### src/rtl/periph_slave_resp_port.sv
// periph_slave_resp_port: arbitrates PE requests onto one peripheral port and steers in-order responses back by one-hot ID.
// Rev 1.0. Optional macro PERIPH_SLV_RR_ARB_EN selects round-robin (defined) or fixed lowest-index priority (undefined).
`default_nettype none

module periph_slave_resp_port #(
   parameter int N_MASTER        = 16,
   parameter int ID_WIDTH        = N_MASTER,
   parameter int ADDR_WIDTH      = 32,
   parameter int DATA_WIDTH      = 32,
   parameter int BE_WIDTH        = DATA_WIDTH/8,
   parameter int MAX_OUTSTANDING = 2
) (
   input  logic                                  clk,
   input  logic                                  rst_n,
   input  logic [N_MASTER-1:0]                   data_req_i,
   input  logic [N_MASTER-1:0][ADDR_WIDTH-1:0]   data_add_i,
   input  logic [N_MASTER-1:0]                   data_wen_i,
   input  logic [N_MASTER-1:0][DATA_WIDTH-1:0]   data_wdata_i,
   input  logic [N_MASTER-1:0][BE_WIDTH-1:0]     data_be_i,
   input  logic [N_MASTER-1:0][ID_WIDTH-1:0]     data_ID_i,
   output logic [N_MASTER-1:0]                   data_gnt_o,
   output logic                                  data_req_o,
   output logic [ADDR_WIDTH-1:0]                 data_add_o,
   output logic                                  data_wen_o,
   output logic [DATA_WIDTH-1:0]                 data_wdata_o,
   output logic [BE_WIDTH-1:0]                   data_be_o,
   input  logic                                  data_gnt_i,
   input  logic                                  data_r_valid_i,
   input  logic [DATA_WIDTH-1:0]                 data_r_rdata_i,
   input  logic                                  data_r_opc_i,
   output logic [ID_WIDTH-1:0]                   data_r_valid_o,
   output logic [DATA_WIDTH-1:0]                 data_r_rdata_o,
   output logic                                  data_r_opc_o,
   output logic                                  err_orphan_o
);

   localparam int IDX_W = (N_MASTER > 1) ? $clog2(N_MASTER) : 1;
   localparam int PTR_W = (MAX_OUTSTANDING > 1) ? $clog2(MAX_OUTSTANDING) : 1;
   localparam int CNT_W = $clog2(MAX_OUTSTANDING + 1);

   logic [N_MASTER-1:0] elig;
   logic [IDX_W-1:0]    winner;
   logic                any_elig;
   logic                fifo_full;
   logic                fifo_empty;
   logic                push;
   logic                pop;

   logic [ID_WIDTH-1:0] id_mem_q [MAX_OUTSTANDING];
   logic [PTR_W-1:0]    wr_ptr_q, wr_ptr_d;
   logic [PTR_W-1:0]    rd_ptr_q, rd_ptr_d;
   logic [CNT_W-1:0]    count_q, count_d;
   logic                err_orphan_q, err_orphan_d;

   function automatic logic [PTR_W-1:0] ptr_inc(input logic [PTR_W-1:0] p);
      return (p == PTR_W'(MAX_OUTSTANDING - 1)) ? '0 : p + 1'b1;
   endfunction

   // Full is taken from registered occupancy only, so r_valid never reaches data_req_o.
   assign fifo_full  = (count_q == CNT_W'(MAX_OUTSTANDING));
   assign fifo_empty = (count_q == '0);
   assign elig       = fifo_full ? '0 : data_req_i;
   assign any_elig   = |elig;

`ifdef PERIPH_SLV_RR_ARB_EN
   logic [IDX_W-1:0] rr_ptr_q, rr_ptr_d;
   logic [IDX_W:0]   cand;
   logic             hit;

   always_comb begin
      winner = '0;
      cand   = '0;
      hit    = 1'b0;
      for (int k = 0; k < N_MASTER; k++) begin
         cand = {1'b0, rr_ptr_q} + (IDX_W+1)'(k);
         if (cand >= (IDX_W+1)'(N_MASTER)) begin
            cand = cand - (IDX_W+1)'(N_MASTER);
         end
         if (!hit && elig[cand[IDX_W-1:0]]) begin
            hit    = 1'b1;
            winner = cand[IDX_W-1:0];
         end
      end
   end

   always_comb begin
      rr_ptr_d = rr_ptr_q;
      if (push) begin
         rr_ptr_d = (winner == IDX_W'(N_MASTER - 1)) ? '0 : winner + 1'b1;
      end
   end

   always_ff @(posedge clk or negedge rst_n) begin
      if (!rst_n) begin
         rr_ptr_q <= '0;
      end else begin
         rr_ptr_q <= rr_ptr_d;
      end
   end
`else
   always_comb begin
      winner = '0;
      for (int k = N_MASTER - 1; k >= 0; k--) begin
         if (elig[k]) begin
            winner = IDX_W'(k);
         end
      end
   end
`endif

   assign push = any_elig & data_gnt_i;
   assign pop  = data_r_valid_i & ~fifo_empty;

   assign data_req_o   = any_elig;
   assign data_add_o   = data_add_i[winner];
   assign data_wen_o   = data_wen_i[winner];
   assign data_wdata_o = data_wdata_i[winner];
   assign data_be_o    = data_be_i[winner];

   always_comb begin
      data_gnt_o = '0;
      if (push) begin
         data_gnt_o[winner] = 1'b1;
      end
   end

   assign data_r_valid_o = pop ? id_mem_q[rd_ptr_q] : '0;
   assign data_r_rdata_o = data_r_rdata_i;
   assign data_r_opc_o   = data_r_opc_i;
   assign err_orphan_o   = err_orphan_q;

   always_comb begin
      wr_ptr_d     = push ? ptr_inc(wr_ptr_q) : wr_ptr_q;
      rd_ptr_d     = pop ? ptr_inc(rd_ptr_q) : rd_ptr_q;
      count_d      = count_q;
      err_orphan_d = err_orphan_q | (data_r_valid_i & fifo_empty);
      case ({push, pop})
         2'b10:   count_d = count_q + 1'b1;
         2'b01:   count_d = count_q - 1'b1;
         default: count_d = count_q;
      endcase
   end

   always_ff @(posedge clk or negedge rst_n) begin
      if (!rst_n) begin
         wr_ptr_q     <= '0;
         rd_ptr_q     <= '0;
         count_q      <= '0;
         err_orphan_q <= 1'b0;
         for (int i = 0; i < MAX_OUTSTANDING; i++) begin
            id_mem_q[i] <= '0;
         end
      end else begin
         wr_ptr_q     <= wr_ptr_d;
         rd_ptr_q     <= rd_ptr_d;
         count_q      <= count_d;
         err_orphan_q <= err_orphan_d;
         if (push) begin
            id_mem_q[wr_ptr_q] <= data_ID_i[winner];
         end
      end
   end

endmodule

`default_nettype wire

### config.mk
export PLATFORM = sky130hd
export DESIGN_NAME = periph_slave_resp_port
export DESIGN_NICKNAME = d
export VERILOG_FILES = /design/src/rtl/periph_slave_resp_port.sv
export SDC_FILE = /design/constraint.sdc
export NUM_CORES = 1
export LEC_CHECK = 0
export ABC_AREA = 1
export ABC_CLOCK_PERIOD_IN_PS = 8200
export BUFFER_PORTS_ARGS = -buffer_cell sky130_fd_sc_hd__buf_4
export CAP_MARGIN = 20
export CORE_AREA = 10 10 591 593
export DETAILED_ROUTE_END_ITERATION = 12
export DIE_AREA = 0 0 601 603
export MAX_ROUTING_LAYER = met4
export PLACE_DENSITY = 0.3
export SKIP_LAST_GASP = 1
export SYNTH_ARGS = -nofsm -noshare
export SYNTH_HDL_FRONTEND = slang
export SYNTH_SLANG_ARGS = --single-unit
export TNS_END_PERCENT = 1
### constraint.sdc
create_clock -name clk -period 8.2 [get_ports clk]
set_input_delay 1.64 -clock clk [delete_from_list [all_inputs] [get_ports clk]]
set_output_delay 1.64 -clock clk [all_outputs]
set_load 0.03 [all_outputs]
==> impl_metrics.toml, run 1 <==
[route]
drtIter0Drc = 2312
first_pass_iters = 6
finalWirelength_um = 266700
antenna_left = 0
routedWlPerCell_um = 29.84
vias = 28940
drcViolationCount = 0
via_per_inst = 3.239

[power]
p_seq_share_pct = 3.2
vdd_drop_max_v = 0.0001642
p_leak_nw = 14.25
pwr-share-comb_pct = 94.1
p_switching_mw = 6.966
internal_power_mw = 3.012
switching_share_pct = 69.81
pwr-share-clk_pct = 2.6
powerDensity_nw_per_um2 = 315.1

[sta]
setup_viol = 0
finalHoldViolations = 0
clock_skew_ps = 8.043
timing.setup.tns_ps = 0
fmax_ghz = 0.1403
drv_slew = 0
slew_headroom_pct = 37.92
post-route-period-util_pct = 86.91
worst_slew_pin_slew_ps = 931.2
rsz0062_at_grt = "false"
hold_ws_ps = 477.3
timing.final.crit_period_ps = 7126

[clock_tree]
htree_levels = 2
cts_resized = 0
cts_made_buffers = 5
clock-root-buffer = "clkbuf_16"
hold_buffers = 0
cts_buffer_depth = 2
post_cts_buffers = 0
clk_pin_slew_worst_paths_ps = 70
clock_sinks = 37
cts_tree = "built"
clock_latency_ps = 290

[die]
die_w_um = 601
die_y_um = 603
start_util_pct = 4.466
fp.dieArea_um2 = 362400
pin_count = 1549
num_rows = 214
fp.coreArea_um2 = 337900

[grt]
grt_pass1_wl_um = 334000
grt_pass1_vias = 30590
grt_overflow = 0
antenna_found_initial = 168
grt_start_max_net_pins = 121
grtUsageTotal_pct = 14.18

[worst_setup_path]
endpoint_kind = "output pin"
cp_max_fo = 62
cp_common_cell = "nand2_1"
critPathKind = "in -> out"
max_stage_delay_ps = 390
slowest_stage = "nand2_1"
required_ps = 6560
worst_setup_path_start_kind = "input port"
crit_arrival_ps = 5490

[synthesis]
ys.warnings.count = 0
synth.yosys.seq_area_share_pct = 6.135
syn_nets = 4502
ys_ff_latch = 37
synth_cell_types = 31
syn-cell-area_um2 = 15090
netlist_instances = 3088
synth-main-ff-cell = "dfrtp_1"
synth_edf_count = 0
async_reset_ff_share_pct = 100.0
avgSynthCellArea_um2 = 4.887

[final_layout]
fill_cells = 40600
drive_gt1_share_pct = 36.81
area_growth_pct = 109.8
nets = 5741

[placed_design]
dp_hpwl_um = 234500
portBuffers = 1482
gp_congestion = 0.9425

[run_status]
status = "finished clean"

[min_path]
hold_class = "reg -> reg"

[run]
maxCapViolations = 0
-- logic make-up (layout without fill, tap and decap cells) --
family / after synthesis / count (layout) / share of synthesized area [%]
DFF: 37 / 37 / 6.135
adders and majority gates: 1 / 1 / 0.08289
and+or+nand+nor: 2550 / 2550 / 78.44
buffers and inverters: 452 / 1692 / 13.59
AOI/OAI and AO/OA: 45 / 45 / 1.584
other: 0 / 72 / 0
xor gates and xnor gates: 3 / 3 / 0.1741
-- cell type report --
class                           instances  area, um^2  share of cell area [%]
Tap cell                             4536        5675                   17.92
Inverter                              123       476.7                   1.505
Timing Repair Buffer                 1561       12040                   38.03
Clock buffer                            5       125.1                  0.3951
Multi-Input combinational cell       2599       12170                   38.44
Antenna cell                           72       180.2                  0.5689
Clock inverter                          3       68.82                  0.2173
Sequential cell                        37       925.9                   2.924
-- cells in the mapped netlist (2+ instances only) --
master	number	area [um^2]
nand2_1	1326	4977
nand3_1	714	3573
xor2_1	2	17.52
buf_1	36	135.1
nand2_2	3	18.77
nand2_4	2	22.52
inv_2	7	26.28
clkbuf_1	103	386.6
a21oi_1	3	15.01
buf_4	43	322.8
inv_1	113	424.2
dfrtp_1	37	925.9
o21ai_0	2	10.01
nand4_1	364	2277
o21ai_1	35	175.2
nor2_2	2	12.51
nand3b_1	112	840.8
nor2_1	25	93.84
buf_2	146	730.7
clkinv_1	2	7.510
-- worst max-delay path: cells and delay by family --
| family | cells | cell delay, ps |
|---|---|---|
| AND/OR/NAND/NOR | 21 | 2770 |
| buffers and inverters | 6 | 860 |
-- sequential cells by signal, summed over array words and instances (netlist names) --
register and cells:
count_q 2, id_mem_q 32, err_orphan_o 1, rd_ptr_q 1, wr_ptr_q 1
-- through the flow --
stage                     power [mW]  utilization [%]  instances  instance area (um^2)  setup WS, ps
after floorplan                5.045                -       3088                 15090          3077
after global placement         10.08            9.261       8856                 31300         774.0
after detailed placement       10.05            9.261       8856                 31300         955.3
after CTS                      10.34            9.319       8864                 31490         934.0
after global routing           10.77            9.369       8932                 31660         801.8
final                          9.978            9.372       8936                 31670          1074
-- cell usage in the layout (no fill, tap or decap), types with 22 or more instances in the layout --
cell / n
o21ai_1: 35
diode_2: 72
buf_12: 26
dfrtp_1: 37
nand4_1: 364
nand3b_1: 112
buf_4: 1535
nor2_1: 22
nand2_1: 1324
inv_1: 113
nand3_1: 714
-- worst paths after layout --
check / from / cells past startpoint / slack (ps) / endpoint
setup / recovery: data_req_i[14] / 27 / 1070 / data_wdata_o[18]
hold / removal: err_orphan_o / 1 / 480 / err_orphan_o
setup reg to reg: count_q[1] / 24 / 3870 / id_mem_q[2]
hold reg to reg: err_orphan_o / 1 / 480 / err_orphan_o
max in group asynchronous: rst_n / 1 / 6500 / id_mem_q[17]
min in group asynchronous: rst_n / 1 / 1320 / id_mem_q[29]
-- power groups by stage --
stage	logic, mW	registers, mW	clock network, mW
after floorplan	4.75	0.296	0
after global placement	9.75	0.323	0
after detailed placement	9.73	0.325	0
after CTS	9.75	0.322	0.269
after global routing	10.2	0.332	0.279
final	9.39	0.324	0.263
-- layer usage --
| metal | vias to the layer above | wire length (um) | track usage [%] |
|---|---|---|---|
| met5 | - | 0 | - |
| met3 | 231 | 18330 | 3.827 |
| met4 | 0 | 6704 | 2.651 |
| met2 | 1443 | 142500 | 26.65 |
| li1 | 13030 | - | - |
| met1 | 14240 | 99170 | 14.88 |
(Power assumes the default switching activity.)
==> run 2: changes to the inputs <==
- ABC_AREA: 1 -> unset
- CORE_AREA: 10 10 591 593 -> 2 2 609 611
- DIE_AREA: 0 0 601 603 -> 0 0 611 613
==> run 2 against run 1 <==
Die area rose by 3.3%. Combinational power fell by 40%. Critical endpoint is now data_wdata_o[27]. Via count fell by 12%. Hold slack improved by 26 ps.
==> impl_metrics.toml, run 2 <==
[worst_setup_path]
max_stage_delay_ps = 590
ff2ff_setup_slack_ps = 3670
endpoint_kind = "output pin"
worst_setup_path_start_kind = "input port"
r2r_start = "count_q[0]"
r2r_end = "id_mem_q[24]"
crit_arrival_ps = 5470
cp.buffers_inverters = 3
critPathKind = "in -> out"
crit_family = "simple AND/OR/NAND/NOR gates"
crit_chain = "buf_4 -> nor2b_1 -> o21ai_0 -> a311oi_4 -> nor2_4 -> buf_4 -> mux2_2 -> o211ai_1 -> nand4_1 -> buf_4"
crit_path_start = "data_req_i[15]"
cp_max_fo = 21
cp_common_cell = "buf_4"
worstRegToRegCells = 9
slowest_stage = "nand4_1"
cp.depth = 10
required_ps = 6560
cp-endpoint = "data_wdata_o[27]"

[synthesis]
async_reset_ff_share_pct = 100.0
syn-cell-area_um2 = 14630
synth-main-ff-cell = "dfrtp_1"
ys_top_cells_by_area = "mux2_2 17%, nand2_1 15%, o211ai_1 11%"
synth.most_common_cell = "nand2_1"
synth_top_area_share_pct = 16.55
synth_common_cells = "603 x nand2_1, 230 x nand3_1, 215 x mux2_2"
avgSynthCellArea_um2 = 6.398
synth_cell_types = 52
yosysTopAreaCell = "mux2_2"
ys.warnings.count = 0
netlist_instances = 2287
synth.yosys.seq_area_share_pct = 6.328
synth_edf_count = 0
syn_nets = 3701
ys_ff_latch = 37

[power]
powerDensity_nw_per_um2 = 192.5
pwr-share-clk_pct = 3.1
internal_power_mw = 2.278
p_leak_nw = 12.51
pwr-share-comb_pct = 91.5
p_seq_share_pct = 5.3
p_switching_mw = 3.897
vdd_drop_max_v = 0.0001188
switching_share_pct = 63.11

[final_layout]
drive_gt1_share_pct = 52.03
largest_register_ffs = 32
area_growth_pct = 119.2
final_cell_mix = "1571 x buf_4, 603 x nand2_1, 230 x nand3_1"
layout_commonest_cell = "buf_4"
nets = 5009
reg_top3 = "id_mem_q x32, count_q x2"
top_register = "id_mem_q"
final_area_um2 = 32080

[route]
routedWlPerCell_um = 30.50
wl_met3_um = 16070
via_per_inst = 2.980
antenna_left = 0
first_pass_iters = 6
vias = 25340
wl_met1_um = 96640
drtIter0Drc = 1670
wl_met2_um = 141300
highest_layer = "met4"
drcViolationCount = 0
finalWirelength_um = 259400

[clock_tree]
clock_sinks = 37
clock-root-buffer = "clkbuf_16"
clk_pin_slew_worst_paths_ps = 50
cts_made_buffers = 5
post_cts_buffers = 0
cts_buffer_depth = 2
cts_tree = "built"
hold_buffers = 0
clock_latency_ps = 290
cts_resized = 0
htree_levels = 2

[sta]
post-route-period-util_pct = 86.76
rsz0062_at_grt = "false"
setup_viol = 0
worst_slew_pin_slew_ps = 1071
fmax_ghz = 0.1406
finalHoldViolations = 0
timing.final.crit_period_ps = 7114
clock_skew_ps = 9.756
timing.setup.tns_ps = 0
slew_headroom_pct = 28.30
drv_slew = 0

[min_path]
holdCritStartpoint = "id_mem_q[10]"
hold_class = "reg -> reg"

[die]
start_util_pct = 3.979
fp.dieArea_um2 = 374500
pin_count = 1549
fp.coreArea_um2 = 367700
die_y_um = 613
die_w_um = 611
num_rows = 223

[grt]
antenna_found_initial = 155
grt_start_max_net_pins = 86
grt_pass1_vias = 26100
grtUsageTotal_pct = 13.51
grt_overflow = 0
grt_pass1_wl_um = 314400

[run]
maxCapViolations = 0

[run_status]
status = "finished clean"

[placed_design]
portBuffers = 1482
placed_area_um2 = 31760
dp_hpwl_um = 233800
gp_congestion = 0.9546
-- run 2: stage by stage --
| stage | power, mW | utilization [%] | setup slack, ps | instances | hold slack, ps |
|---|---|---|---|---|---|
| floorplan | 2.887 | - | 2663 | 2287 | 460.8 |
| global placement | 6.182 | 8.614 | 407.1 | 8419 | 490.1 |
| detailed placement | 6.201 | 8.636 | 740.2 | 8425 | 494.7 |
| CTS | 6.414 | 8.674 | 715.1 | 8433 | 506.3 |
| global route | 6.549 | 8.711 | 873.2 | 8487 | 515.8 |
| finish | 6.175 | 8.723 | 1086 | 8504 | 502.9 |
-- run 2: cell families after synthesis --
family	share of synthesized area [%]
DFF	6.328
adders and majority gates	0.08550
and+or+nand+nor	33.34
muxes	20.56
buffers and inverters	9.330
AOI/OAI and AO/OA	30.06
xor gates and xnor gates	0.2993
-- run 2: how the worst min path moves through the flow --
stage	end	slack [ps]	depth (start not counted)
6_report	id_mem_q[10]	500	1
5_1_grt	id_mem_q[10]	520	1
4_1_cts	id_mem_q[24]	510	1
3_5_place_dp	id_mem_q[24]	490	1
3_3_place_gp	id_mem_q[27]	490	1
2_1_floorplan	wr_ptr_q	460	1
-- run 2: power groups by stage --
stage	clock (mW)	combinational, mW	sequential [mW]
2_1_floorplan	0	2.57	0.313
3_3_place_gp	0	5.85	0.329
3_5_place_dp	0	5.87	0.333
4_1_cts	0.202	5.88	0.330
5_1_grt	0.205	6.00	0.340
6_report	0.193	5.65	0.329
-- run 2: cell type report --
cell class              count  area, um^2
fillers                 43490      335700
multi-input cells        1944       12450
repair buffers           1597       12300
well taps                4837        6052
flip-flops and latches     37       925.9
diodes                     71       177.7
clock buffers               7       132.6
inverters                  10       37.54
clock inverters             1       7.507
-- run 2: per-layer routing --
| layer | track usage, % | vias up |
|---|---|---|
| li1 | - | 11230 |
| met1 | 14.60 | 12480 |
| met2 | 25.69 | 1343 |
| met3 | 2.516 | 286 |
| met4 | 2.207 | 0 |
| met5 | - | - |
